==> src/rtl/pcap_arm_ctrl.sv <==
// Position-capture arm/run controller.
// Arms on a register strobe, runs while the bit-bus enable is high, and
// forwards accepted capture edges to the datapath. A run ends on disarm,
// on a capture that is too close to the previous one, on DMA overflow,
// or when enable falls. All outputs are registered.
module pcap_arm_ctrl #(
  parameter int unsigned MIN_GAP = 4,
  parameter int unsigned CNT_W   = 32
) (
  input  logic             clk_i,
  input  logic             reset_i,
  input  logic             ARM,
  input  logic             DISARM,
  input  logic [1:0]       CAPTURE_EDGE,
  input  logic             enable_i,
  input  logic             capture_i,
  input  logic             dma_full_i,
  output logic             pcap_enable_o,
  output logic             pcap_capture_o,
  output logic             pcap_actv_o,
  output logic             pcap_done_o,
  output logic [1:0]       pcap_status_o,
  output logic [CNT_W-1:0] capt_cnt_o
);

  localparam int unsigned GAP_W = (MIN_GAP < 1) ? 1 : $clog2(MIN_GAP + 1);
  localparam logic [GAP_W-1:0] GAP_MAX = GAP_W'(MIN_GAP);

  localparam logic [1:0] ST_OK       = 2'd0;
  localparam logic [1:0] ST_DISARMED = 2'd1;
  localparam logic [1:0] ST_DMA_OVF  = 2'd2;
  localparam logic [1:0] ST_TOO_SOON = 2'd3;

  typedef enum logic [1:0] {
    IDLE    = 2'd0,
    ARMED   = 2'd1,
    RUNNING = 2'd2
  } state_t;

  state_t             state_q, state_d;
  logic               enable_q, capture_q;
  logic [GAP_W-1:0]   gap_q, gap_d;
  logic [CNT_W-1:0]   cnt_d;
  logic [1:0]         status_d;
  logic               done_d, strobe_d;

  logic en_rise, en_fall, cap_rise, cap_fall, cap_sel, too_close;

  assign en_rise  =  enable_i  & ~enable_q;
  assign en_fall  = ~enable_i  &  enable_q;
  assign cap_rise =  capture_i & ~capture_q;
  assign cap_fall = ~capture_i &  capture_q;

  // Select which capture edge(s) count; encoding 3 behaves as rising.
  always_comb begin
    cap_sel = cap_rise;
    case (CAPTURE_EDGE)
      2'd1:    cap_sel = cap_fall;
      2'd2:    cap_sel = cap_rise | cap_fall;
      default: cap_sel = cap_rise;
    endcase
  end

  assign too_close = cap_sel && (gap_q < GAP_MAX);

  // Next-state, counters and output strobes; priority within RUNNING is
  // disarm > too close > DMA overflow > enable fall > capture.
  always_comb begin
    state_d  = state_q;
    cnt_d    = capt_cnt_o;
    status_d = pcap_status_o;
    gap_d    = gap_q;
    done_d   = 1'b0;
    strobe_d = 1'b0;

    if (gap_q < GAP_MAX) begin
      gap_d = gap_q + GAP_W'(1);
    end

    case (state_q)
      IDLE: begin
        if (ARM && !DISARM) begin
          state_d  = ARMED;
          status_d = ST_OK;
          cnt_d    = '0;
        end
      end
      ARMED: begin
        if (DISARM) begin
          state_d  = IDLE;
          status_d = ST_DISARMED;
          done_d   = 1'b1;
        end else if (en_rise) begin
          state_d = RUNNING;
          gap_d   = GAP_MAX;
        end
      end
      RUNNING: begin
        if (DISARM) begin
          state_d  = IDLE;
          status_d = ST_DISARMED;
          done_d   = 1'b1;
        end else if (too_close) begin
          state_d  = IDLE;
          status_d = ST_TOO_SOON;
          done_d   = 1'b1;
        end else if (cap_sel && dma_full_i) begin
          state_d  = IDLE;
          status_d = ST_DMA_OVF;
          done_d   = 1'b1;
        end else if (en_fall) begin
          state_d  = IDLE;
          status_d = ST_OK;
          done_d   = 1'b1;
        end else if (cap_sel) begin
          strobe_d = 1'b1;
          gap_d    = GAP_W'(1);
          if (capt_cnt_o != '1) begin
            cnt_d = capt_cnt_o + CNT_W'(1);
          end
        end
      end
      default: begin
        state_d = IDLE;
      end
    endcase
  end

  // State, edge-detect history and registered outputs.
  always_ff @(posedge clk_i or posedge reset_i) begin
    if (reset_i) begin
      state_q        <= IDLE;
      enable_q       <= 1'b0;
      capture_q      <= 1'b0;
      gap_q          <= '0;
      capt_cnt_o     <= '0;
      pcap_status_o  <= '0;
      pcap_done_o    <= 1'b0;
      pcap_capture_o <= 1'b0;
      pcap_enable_o  <= 1'b0;
      pcap_actv_o    <= 1'b0;
    end else begin
      state_q        <= state_d;
      enable_q       <= enable_i;
      capture_q      <= capture_i;
      gap_q          <= gap_d;
      capt_cnt_o     <= cnt_d;
      pcap_status_o  <= status_d;
      pcap_done_o    <= done_d;
      pcap_capture_o <= strobe_d;
      pcap_enable_o  <= (state_d == RUNNING);
      pcap_actv_o    <= (state_d != IDLE);
    end
  end

endmodule
==> config.mk <==
export PLATFORM = sky130hd
export DESIGN_NAME = pcap_arm_ctrl
export DESIGN_NICKNAME = d
export VERILOG_FILES = /design/src/rtl/pcap_arm_ctrl.sv
export SDC_FILE = /design/constraint.sdc
export NUM_CORES = 1
export LEC_CHECK = 0
export ABC_AREA = 1
export BUFFER_PORTS_ARGS = -buffer_cell sky130_fd_sc_hd__buf_2
export CORE_MARGIN = 2
export CORE_UTILIZATION = 50
export DETAILED_ROUTE_END_ITERATION = 8
export HOLD_SLACK_MARGIN = 0.03
export PLACE_DENSITY = 0.75
export SYNTH_ARGS = -nofsm -noshare
export SYNTH_HDL_FRONTEND = slang
export SYNTH_SLANG_ARGS = --single-unit
==> constraint.sdc <==
create_clock -name clk_i -period 1.6 [get_ports clk_i]
set_input_delay 0.32 -clock clk_i [delete_from_list [all_inputs] [get_ports clk_i]]
set_output_delay 0.32 -clock clk_i [all_outputs]
set_load 0.02 [all_outputs]
### Word level (Yosys, flattened, before mapping)

Cells that the tools add are included.

* $add $sub $neg: 2
* multipliers: 0
* div/mod/pow operators: 0
* order comparisons: 1
* equality and inequality tests: 15
* shifts and indexed selects: 0
* muxes and demuxes: 45
* bitwise operators: 9
* reductions and logical operators: 10

Operators with widths (number)
* $mux 32: 7
* $pmux 32 s2: 1
* $add 32x1->32 const B: 1
* $ne 32x32->1 const B: 1
* $mux 2: 13
* $mux 3: 8
* $ne 2x2->1 const B: 8
* $pmux 2 s3: 2
* $mux 1: 11
* $reduce_and 8->1: 1
* $eq 2x2->1 const B: 3
* $pmux 3 s2: 1
* $ne 5x5->1 const B: 1
* $and 1x1->1: 4
* $eq 2x1->1 const B: 2
* $not 1->1: 4
* $pmux 1 s2: 2
* $reduce_and 4->1: 1
* $reduce_bool 2->1: 2
* $add 3x1->3 const B: 1
* $logic_and 1x1->1: 3
* $lt 3x3->1 const B: 1
* $reduce_bool 3->1: 1
* $logic_not 2->1: 1
* 2 further kinds: 2

* bits in registers: 45
* bits in latches: 0
* memory bits (writable): 0
* memory bits (read-only): 0
* memories kept: 0

### Longest topological paths before layout

Gate-level depths: netlist (run 1).

* depth in word-level cells: 10
* gate-level depth with buffers: 12

### Worst setup path before layout (run 1)

No wires, ideal clock.

* path kind: register to register
* start: register capt_cnt_o[0]
* end: register capt_cnt_o[21]
* library setup time: 126 ps
* arrival: 1726 ps
* required time: 1474 ps
* path slack: -252 ps
* stages on the path, launching flop included: 10
* period minus slack after synthesis: 1852 ps
* cells stage by stage: dfrtp_1 > ha_1 > inv_1 > nor2_4 > nand2_2 > nor2_4 > nand3b_4 > nand3_4 > buf_6 > o21ai_0

* word-level cells in the longest chain between the ends: 8
* elaborated cells between the ends (all ways): 11
* those cells by class: add/sub: 1; eq/ne: 2; mux: 7; reduce/logical: 1

Ends and longest elaborated chain
* start: declaration: line 23 `output logic [CNT_W-1:0] capt_cnt_o`
* start signal: assignment: line 147 `capt_cnt_o <= cnt_d;`
* $add 32x1->32: line 119 `cnt_d = capt_cnt_o + CNT_W'(1);`
* $mux 32: line 118 `if (capt_cnt_o != '1) begin`
* $mux 32: line 115 `end else if (cap_sel) begin`
* $mux 32: line 111 `end else if (en_fall) begin`
* $mux 32: line 107 `end else if (cap_sel && dma_full_i) begin`
* $mux 32: line 103 `end else if (too_close) begin`
* $mux 32: line 99 `if (DISARM) begin`
* $pmux 32 s2: line 80 `case (state_q)`

Several ways; a longest one is shown, not always the timed one. The select of a mux whose other input is x is not followed.
A chain may end at the register's enable or synchronous reset.

### Worst setup path after layout (run 1)

* start: register capt_cnt_o[0]
* end: register capt_cnt_o[18]

Same word-level chain as after synthesis.

==> results of run 1 <==
[how the worst max path moves through the flow]
stage	depth (start not counted)	startpoint	slack [ns]	end
2_1_floorplan	11	capture_q$_DFF_PP0_	0.007	capt_cnt_o[3]$_DFFE_PP0P_
3_3_place_gp	12	CAPTURE_EDGE[0]	-0.12	capt_cnt_o[23]$_DFFE_PP0P_
3_5_place_dp	12	CAPTURE_EDGE[0]	-0.18	capt_cnt_o[23]$_DFFE_PP0P_
4_1_cts	11	capture_q$_DFF_PP0_	-0.06	capt_cnt_o[5]$_DFFE_PP0P_
5_1_grt	11	capture_q$_DFF_PP0_	-0.19	capt_cnt_o[25]$_DFFE_PP0P_
6_report	10	capt_cnt_o[0]$_DFFE_PP0P_	-0.07	capt_cnt_o[18]$_DFFE_PP0P_
[placed cells by master (no fill, tap or decap)]
cell type	instances
nand2_1	167
nor2_1	70
inv_1	46
buf_2	46
nand3_1	41
dfrtp_1	41
buf_4	34
o21ai_2	18
nand2_2	10
xnor2_1	9
ha_1	9
o21ai_1	8
or2_2	7
clkbuf_8	6
nor2_2	4
o21ai_0	4
dfrtp_2	4
nand4_1	3
inv_2	3
a21oi_1	3
nand3_2	2
nor2_4	2
nand3b_1	2
clkbuf_1	2
buf_12	2
nand3b_4	1
nand3_4	1
a21oi_2	1
nor3_1	1
ha_2	1
ha_4	1
dlygate4sd3_1	1
buf_6	1
[power by group]
| part | switching (mW) | internal (mW) | total (mW) |
|---|---|---|---|
| combinational | 0.885 | 0.534 | 1.42 |
| sequential | 0.0692 | 1.24 | 1.30 |
| clock | 0.396 | 0.353 | 0.749 |
| total | 1.35 | 2.12 | 3.47 |
[stage by stage]
step           area [µm²]  hold slack, ns  TNS, ns  instances
2_1_floorplan        3160           0.351        0        468
3_3_place_gp         3710           0.362    -3.38        616
3_5_place_dp         3710           0.361    -5.08        616
4_1_cts              3820           0.135    -1.60        626
5_1_grt              3860           0.133    -5.58        626
6_report             3860           0.148    -1.36        626
[kinds of logic after synthesis]
group / count (synthesis) / synth area share
AO/OA/AOI/OAI: 34 / 0.0756
XOR/XNOR: 9 / 0.0251
adder cells (fa/ha/maj): 11 / 0.0438
buffers and inverters: 58 / 0.0812
flip-flops: 45 / 0.358
AND/OR/NAND/NOR: 311 / 0.416
[what timing repair did]
item                                   CTS  global route
hold buffers                             1             0
pin swaps                                1             6
resized for setup                        9            17
buffers inserted                         1             0
endpoints found under the hold margin    7             0
setup endpoints to repair               34            38
[sequential cells by signal (all words and copies together) (netlist names), 2 cells and up]
signal         count
gap_q              3
capt_cnt_o        32
pcap_status_o      2
state_q            2
[routing by layer]
metal,global-route usage,up-vias
li1,-,1615
met1,0.297,1420
met2,0.403,71
met3,0.0467,16
met4,0.0820,0
met5,0,-
[area by class of cell]
type / count / area (µm²)
Multi-Input combinational cell: 365 / 1820
Clock buffer: 8 / 90.1
Tap cell: 75 / 93.8
Fill cell: 550 / 2130
Inverter: 49 / 184
Timing Repair Buffer: 84 / 547
Sequential cell: 45 / 1130
==> run_results.csv, run 1 <==
group,metric,value,unit
timing,slew_headroom,0.753,
critical_path,cp_num_buf_inv,2,
finish,finalCoreUtilization,0.645,
timing,period_minus_slack,1.67,ns
routing,ant_nets,0,
timing,finalCritPeriodShare,1.04,
die,die_w,83.3,µm
synth,syn-num-nets,488,
timing,finalHoldViolations,0,
global_routing,grt_usage,0.236,
critical_path,rr_worst_depth,10,
critical_path,cp-start-kind,"flop",
critical_path,critPathTopFamily,"simple AND/OR/NAND/NOR gates",
routing,routed-via-count,3122,
timing,worst_pin_slew,0.371,ns
global_routing,antenna_found_initial,0,
synth,synth_most_common_cell,"nand2_1",
routing,dr.first_iter.drc_count,192,
placement,place_ws,-0.179,ns
routing,avgViaCountPerCell,4.99,
critical_path,cpPeakStageDelay,0.43,ns
synth,syn_area,0.00314,mm²
synth,async_flop_share,1.00,
die,die-height,83.3,µm
global_routing,overflow,0,
clock_tree,clock_latency,0.30,ns
clock_tree,clock-sinks,45,
die,die-area,0.00694,mm²
placement,io_buffers,46,
clock_tree,cts_max_level,2,
critical_path,r2r-start,"capt_cnt_o[0]$_DFFE_PP0P_",
clock_tree,root_buffer,"clkbuf_8",
routing,wl,7940,µm
worst_hold_path,min_from,"enable_i",
critical_path,crit_chain,"ha_4, inv_2, nor2_4, nand2_2, nor2_4, nand3b_4, nand3_4, buf_12, nand2_1, o21ai_2",
critical_path,cpMostUsedCell,"nor2_4",
routing,met1_length,3410,µm
critical_path,cp_slowest_cell,"dfrtp_2",
timing,fin_ws,-0.0707,ns
flow_run,maxCapViolCount,0,
timing,maxSlewViolCount,0,
die,rows,28,
die,io-pin-count,47,
critical_path,r2r-end,"capt_cnt_o[18]$_DFFE_PP0P_",
critical_path,arrival,1.91,ns
routing,drtPass1Iterations,5,
global_routing,grt_pass1_vias,2934,
synth,synth_top_area_frac,0.358,
synth,synthTopCellsByArea,"dfrtp_1 (36%), nand2_1 (21%), nor2_1 (8.7%), nand3_1 (6.8%), inv_1 (5.9%)",
clock_tree,clockBufferDepth,2,
synth,ys_types,22,
finish,area_growth,22.9,%
timing,setup_viol,32,
clock_tree,clk_pin_slew,0.09,ns
placement,place_hpwl,6210,µm
placement,gp_congestion,0.952,
die,core_area,0.00599,mm²
synth,synth-seq-cells,45,
die,initial_utilization,0.525,
power_and_ir_drop,p_total,3.47,mW
finish,num_antenna_cells,0,
synth,ys_seq_area_frac,0.358,
finish,nets,570,
worst_hold_path,worstHoldPathCells,1,
routing,met2_length,3910,µm
critical_path,crit_path_max_fanout,26,
routing,topRoutingLayerUsed,"met4",
timing,fmax,599,MHz
clock_tree,cts_inserted_buffers,5,
clock_tree,cts_tree,"built",
outcome,status,"finished with violations",
routing,dr_wl_met3,431,µm
timing,clock_skew,0.00957,ns
global_routing,grt_pass1_wl,13300,µm
routing,routedWlPerCell,12.7,µm
worst_hold_path,worstHoldPathType,"in2reg",
critical_path,rrSetupSlack,-0.07,ns
critical_path,end_kind,"flop",
worst_hold_path,worstHoldEndpoint,"enable_q$_DFF_PP0_",
synth,yosysTopAreaCell,"dfrtp_1",
critical_path,path_class,"reg2reg",
outcome,violations,"negative setup slack",
synth,synthCells,468,
synth,avgSynthCellArea,6.72,µm²
routing,drc,0,
power_and_ir_drop,ir_drop,0.000657,V
global_routing,grt_max_degree,30,
power_and_ir_drop,leakage,1.91,nW
critical_path,required,1.84,ns
timing,grt_setup_unrepaired,"yes",
synth,synth_edf_count,0,
finish,drive_gt1_frac,0.261,
synth,synthTopCellsByCount,"nand2_1 (175), nor2_1 (73), inv_1 (49), dfrtp_1 (45), nand3_1 (43)",
synth,yosysWarningCount,0,
power_and_ir_drop,powerDensity,899,mW/mm²
synth,synth-main-ff-cell,"dfrtp_1",
No activity file was read; power rests on OpenSTA's default activity.
==> run 2: changes to the inputs <==
--- a/config.mk
+++ b/config.mk
@@ -7,3 +7,3 @@
 export LEC_CHECK = 0
-export ABC_AREA = 1
+export ABC_AREA = 0
 export BUFFER_PORTS_ARGS = -buffer_cell sky130_fd_sc_hd__buf_2
@@ -13,3 +13,3 @@
 export HOLD_SLACK_MARGIN = 0.03
-export PLACE_DENSITY = 0.75
+export PLACE_DENSITY = 0.77
 export SYNTH_ARGS = -nofsm -noshare
==> constraint.sdc (replaced) <==
create_clock -name clk_i -period 1.6 [get_ports clk_i]
set_input_delay 0.16 -clock clk_i [delete_from_list [all_inputs] [get_ports clk_i]]
set_output_delay 0.16 -clock clk_i [all_outputs]
set_load 0.02 [all_outputs]
==> run_results.csv, run 2 <==
group,metric,value,unit
timing,slew_headroom,0.743,
synth,synth-main-ff-cell,"dfrtp_1",
outcome,violations,"negative setup slack",
synth,synthCells,287,
power_and_ir_drop,seqPwrFrac,0.359,
timing,period_minus_slack,2.24,ns
global_routing,grt_max_degree,46,
critical_path,end_kind,"flop",
timing,finalCritPeriodShare,1.40,
clock_tree,clk_pin_slew,0.09,ns
power_and_ir_drop,p_int,2.35,mW
synth,avgSynthCellArea,9.05,µm²
clock_tree,clock-sinks,45,
synth,synthTopCellsByArea,"dfrtp_1 (43%), a21oi_1 (5.4%), ha_1 (5.3%), o21ai_0 (4.8%), or3_1 (4.6%)",
clock_tree,root_buffer,"clkbuf_8",
critical_path,crit_path_max_fanout,6,
critical_path,cp-start-kind,"flop",
critical_path,arrival,2.46,ns
worst_hold_path,worstHoldPathCells,2,
finish,largest_reg_flops,32,
synth,syn-num-nets,307,
routing,avgViaCountPerCell,6.02,
synth,ys_seq_area_frac,0.434,
power_and_ir_drop,powerDensity,852,mW/mm²
synth,synth_most_common_cell,"dfrtp_1",
placement,place_hpwl,5130,µm
finish,fin_cells,507,
critical_path,crit_start,"capture_q$_DFF_PP0_",
critical_path,r2r-start,"capture_q$_DFF_PP0_",
clock_tree,cts_tree,"built",
clock_tree,cts_inserted_buffers,5,
timing,setup-tns-final,-18.61,ns
die,rows,26,
global_routing,grt_pass1_wl,14000,µm
routing,ant_nets,0,
placement,gp_congestion,0.848,
timing,fin_ws,-0.640,ns
critical_path,r2r-end,"capt_cnt_o[15]$_DFFE_PP0P_",
critical_path,rrSetupSlack,-0.64,ns
die,die-area,0.00579,mm²
die,initial_utilization,0.512,
critical_path,path_class,"reg2reg",
finish,num_antenna_cells,0,
clock_tree,clock_latency,0.30,ns
routing,dr.first_iter.drc_count,281,
die,die_w,76.1,µm
power_and_ir_drop,ir_drop,0.000706,V
timing,fmax,447,MHz
timing,finalHoldViolations,0,
synth,synth_edf_count,0,
worst_hold_path,worstHoldPathType,"in2reg",
clock_tree,clockBufferDepth,2,
global_routing,grt_pass1_vias,3038,
power_and_ir_drop,swShare,0.347,
placement,io_buffers,46,
finish,area_growth,62.7,%
routing,wl,9550,µm
flow_run,maxCapViolCount,0,
timing,clock_skew,0.00729,ns
power_and_ir_drop,p_switching,1.25,mW
die,core_area,0.00507,mm²
outcome,status,"finished with violations",
placement,place_ws,-0.547,ns
routing,routedWlPerCell,18.8,µm
finish,most-common-layout-cells,"buf_4 (89), buf_2 (46), dfrtp_1 (29)",
routing,routed-via-count,3053,
synth,async_flop_share,1.00,
power_and_ir_drop,power.share.clock,0.219,
timing,setup_viol,40,
finish,regMostFlops,"capt_cnt_o",
critical_path,required,1.82,ns
finish,top_regs,"capt_cnt_o x32, gap_q x3",
timing,worst_pin_slew,0.381,ns
finish,nets,456,
timing,maxSlewViolCount,0,
global_routing,overflow,0,
critical_path,rr_worst_depth,8,
finish,nFillCells,300,
synth,ys_types,48,
power_and_ir_drop,pwr-share-comb,0.421,
synth,syn_area,0.00260,mm²
synth,yosysWarningCount,0,
global_routing,antenna_found_initial,0,
synth,synthTopCellsByCount,"dfrtp_1 (45), nand2_1 (29), a21oi_1 (28), o21ai_0 (25), or3_1 (19)",
timing,grt_setup_unrepaired,"yes",
die,die-height,76.1,µm
routing,drc,0,
synth,synth_top_area_frac,0.434,
synth,yosysTopAreaCell,"dfrtp_1",
synth,synth-seq-cells,45,
finish,drive_gt1_frac,0.572,
power_and_ir_drop,leakage,2.01,nW
worst_hold_path,worstHoldEndpoint,"capture_q$_DFF_PP0_",
global_routing,grt_usage,0.301,
die,io-pin-count,47,
worst_hold_path,min_from,"capture_i",
clock_tree,cts_max_level,2,
timing,hold_ws,0.0766,ns
finish,mostFrequentLayoutCell,"buf_4",
placement,dp_cells,481,
routing,drtPass1Iterations,8,
## run 2: cell types whose count changed after synthesis, moves of 13 or more
cell / previous run / this run
nand2_1: 175 / 29
or3_1: 0 / 19
a21oi_1: 4 / 28
inv_1: 49 / 13
o21ai_2: 18 / 0
nor2_1: 73 / 15
o21ai_0: 12 / 25
nand3_1: 43 / 14
## run 2: worst max-delay path by stage
stage                                               to  slack [ns]  cells after the start
after global routing        capt_cnt_o[15]$_DFFE_PP0P_       -0.76                      8
after floorplan             capt_cnt_o[11]$_DFFE_PP0P_       -0.47                      8
after CTS                    capt_cnt_o[7]$_DFFE_PP0P_       -0.55                      8
after detailed placement    capt_cnt_o[18]$_DFFE_PP0P_       -0.55                      8
after global placement    pcap_status_o[0]$_DFFE_PP0P_       -0.46                     10
final                       capt_cnt_o[15]$_DFFE_PP0P_       -0.64                      8
## run 2: final cells by class
cell class | count | area, µm² | area share
clock inverters | 1 | 5.00 | 0.00119
multi-input cells | 221 | 1720 | 0.407
inverters | 13 | 48.8 | 0.0116
flip-flops and latches | 45 | 1150 | 0.271
repair buffers | 150 | 1120 | 0.265
clock buffers | 7 | 96.3 | 0.0228
well taps | 70 | 87.6 | 0.0207
## run 2: power groups by stage
| stage | logic, mW | clock network (mW) | registers (mW) |
|---|---|---|---|
| finish | 1.52 | 0.789 | 1.29 |
| floorplan | 0.605 | 0 | 1.37 |
| global placement | 1.09 | 0 | 1.30 |
| global route | 1.61 | 0.843 | 1.30 |
| CTS | 1.40 | 0.786 | 1.29 |
| detailed placement | 1.13 | 0 | 1.31 |
## run 2: metal layers
metal | global-route usage | share of wire | up-vias
li1 | - | - | 1342
met1 | 0.341 | 0.37 | 1466
met2 | 0.551 | 0.52 | 190
met3 | 0.0498 | 0.060 | 55
met4 | 0.147 | 0.050 | 0
met5 | 0 | 0 | -
## run 2: through the flow
stage / power (mW) / area [µm²] / util
final: 3.60 / 4220 / 0.832
after global placement: 2.39 / 3620 / 0.713
after floorplan: 1.97 / 2690 / -
after detailed placement: 2.44 / 3620 / 0.713
after global routing: 3.76 / 4220 / 0.832
after CTS: 3.48 / 4040 / 0.795
## run 2: repair_timing
| item | in CTS | in global routing |
|---|---|---|
| hold endpoints to repair | 45 | 0 |
| buffers inserted | 13 | 6 |
| endpoints found under the setup margin | 40 | 41 |
| resized for setup | 40 | 47 |
| hold buffers | 1 | 0 |
| pin swaps | 26 | 28 |
| gates cloned | 2 | 0 |
## run 2: cell families after synthesis
family / after synthesis / synth area share
buf+inv: 21 / 0.0405
xor+xnor: 5 / 0.0169
compound gates: 69 / 0.155
mux: 4 / 0.0164
flops: 45 / 0.434
simple gates: 132 / 0.284
fa+ha+maj: 11 / 0.0530
## run 2: critical path, cell delays in order (launching register included)
cell	delay [ns]
dfrtp_1	0.41
ha_4	0.23
nor2b_4	0.13
o31ai_4	0.07
o31ai_4	0.30
buf_4	0.19
nand4_1	0.25
or3_1	0.40
a21oi_1	0.18
==> run 3: changes to the inputs <==
- REMOVE_ABC_BUFFERS: unset -> 1
- SLEW_MARGIN: unset -> 10
==> run_results.csv, run 3 (same netlist as run 2, synthesis figures left out) <==
group,metric,value,unit
clock_tree,clk_pin_slew,0.09,ns
finish,most-common-layout-cells,"buf_4 (82), buf_2 (46), dfrtp_1 (45)",
placement,place_hpwl,4910,µm
die,die-area,0.00579,mm²
critical_path,end_kind,"flop",
die,core_area,0.00507,mm²
power_and_ir_drop,leakage,1.96,nW
global_routing,antenna_found_initial,0,
finish,finalCoreUtilization,0.799,
outcome,violations,"negative setup slack",
critical_path,path_class,"reg2reg",
global_routing,grt_pass1_wl,12500,µm
timing,fmax,463,MHz
finish,largest_reg_flops,32,
finish,drive_gt1_frac,0.498,
clock_tree,cts_max_level,2,
clock_tree,clock_latency,0.30,ns
die,die_w,76.1,µm
timing,setup-tns-final,-16.85,ns
global_routing,overflow,0,
routing,wl,8400,µm
die,io-pin-count,47,
global_routing,grt_max_degree,32,
die,initial_utilization,0.512,
flow_run,maxCapViolCount,0,
placement,gp_congestion,0.855,
critical_path,crit_path_max_fanout,7,
die,die-height,76.1,µm
worst_hold_path,min_from,"enable_i",
timing,slew_headroom,0.713,
critical_path,cp-start-kind,"flop",
finish,nets,449,
timing,period_minus_slack,2.16,ns
clock_tree,root_buffer,"clkbuf_8",
clock_tree,cts_inserted_buffers,5,
timing,finalHoldViolations,0,
power_and_ir_drop,ir_drop,0.000964,V
timing,grt_setup_unrepaired,"yes",
clock_tree,clockBufferDepth,2,
routing,dr.first_iter.drc_count,256,
finish,num_antenna_cells,0,
placement,place_ws,-0.558,ns
critical_path,crit_start,"capt_cnt_o[17]$_DFFE_PP0P_",
critical_path,rrSetupSlack,-0.56,ns
clock_tree,clock-sinks,45,
timing,worst_pin_slew,0.430,ns
clock_tree,cts_tree,"built",
routing,avgViaCountPerCell,5.75,
timing,finalCritPeriodShare,1.35,
timing,setup_viol,42,
finish,regMostFlops,"capt_cnt_o",
routing,drc,0,
placement,io_buffers,46,
global_routing,grt_usage,0.266,
timing,maxSlewViolCount,0,
timing,fin_ws,-0.562,ns
power_and_ir_drop,powerDensity,885,mW/mm²
finish,top_regs,"capt_cnt_o x32, gap_q x3",
global_routing,grt_pass1_vias,2674,
placement,dp_cells,471,
critical_path,arrival,2.35,ns
finish,mostFrequentLayoutCell,"buf_4",
critical_path,r2r-start,"capt_cnt_o[17]$_DFFE_PP0P_",
routing,routedWlPerCell,16.8,µm
worst_hold_path,worstHoldPathType,"in2reg",
critical_path,required,1.79,ns
die,rows,26,
finish,area_growth,56.1,%
routing,routed-via-count,2873,
timing,clock_skew,0.00903,ns
routing,drtPass1Iterations,5,
routing,ant_nets,0,
outcome,status,"finished with violations",
finish,fin_cells,500,
run 3: worst paths after layout:
path / endpoint / cells after the start
min in group asynchronous: capt_cnt_o[11]$_DFFE_PP0P_ / 3
max in group asynchronous: state_q[0]$_DFF_PP0_ / 4
min reg2reg: pcap_status_o[0]$_DFFE_PP0P_ / 1
max reg2reg: capt_cnt_o[13]$_DFFE_PP0P_ / 10
max: capt_cnt_o[13]$_DFFE_PP0P_ / 10
min: enable_q$_DFF_PP0_ / 2
run 3: what timing repair did:
| action | in CTS | in global routing |
|---|---|---|
| hold buffers | 1 | 0 |
| setup buffers | 11 | 11 |
| hold endpoints to repair | 18 | 0 |
| resized for setup | 44 | 35 |
| setup endpoints to repair | 41 | 42 |
| pin swaps | 27 | 17 |
run 3: stage by stage:
step	hold slack [ns]	area, µm²	power, mW
after floorplan	0.191	2540	1.88
after global placement	0.179	3450	2.30
after detailed placement	0.184	3450	2.32
after CTS	0.0709	3850	3.38
after global routing	0.0820	4050	3.74
final	0.0801	4050	3.59
run 3: power by group:
group          internal [mW]  switching (mW)  total, mW
clock network          0.510           0.392      0.902
logic                  0.619           0.772       1.39
registers               1.23          0.0607       1.29
run 3: layer usage:
metal,up-vias,track usage,part of all wire
li1,1322,-,-
met1,1395,0.335,0.38
met2,132,0.479,0.54
met3,24,0.0379,0.056
met4,0,0.0745,0.025
met5,-,0,0
run 3: cell type report:
class	instances	area, µm²
Fill cell	309	1020
Sequential cell	45	1130
Clock buffer	7	86.3
Timing Repair Buffer	143	1030
Multi-Input combinational cell	221	1640
Clock inverter	1	30.0
Inverter	13	48.8
Tap cell	70	87.6
run 3: worst max-delay path, cell delays in order (launching register included):
cell and delay, ns:
dfrtp_1 0.37, nand4_1 0.19, buf_4 0.20, nor4_4 0.22, buf_4 0.16, nand3b_1 0.15
buf_6 0.17, nand4_1 0.18, buf_4 0.16, xor2_1 0.19, nor2_1 0.06
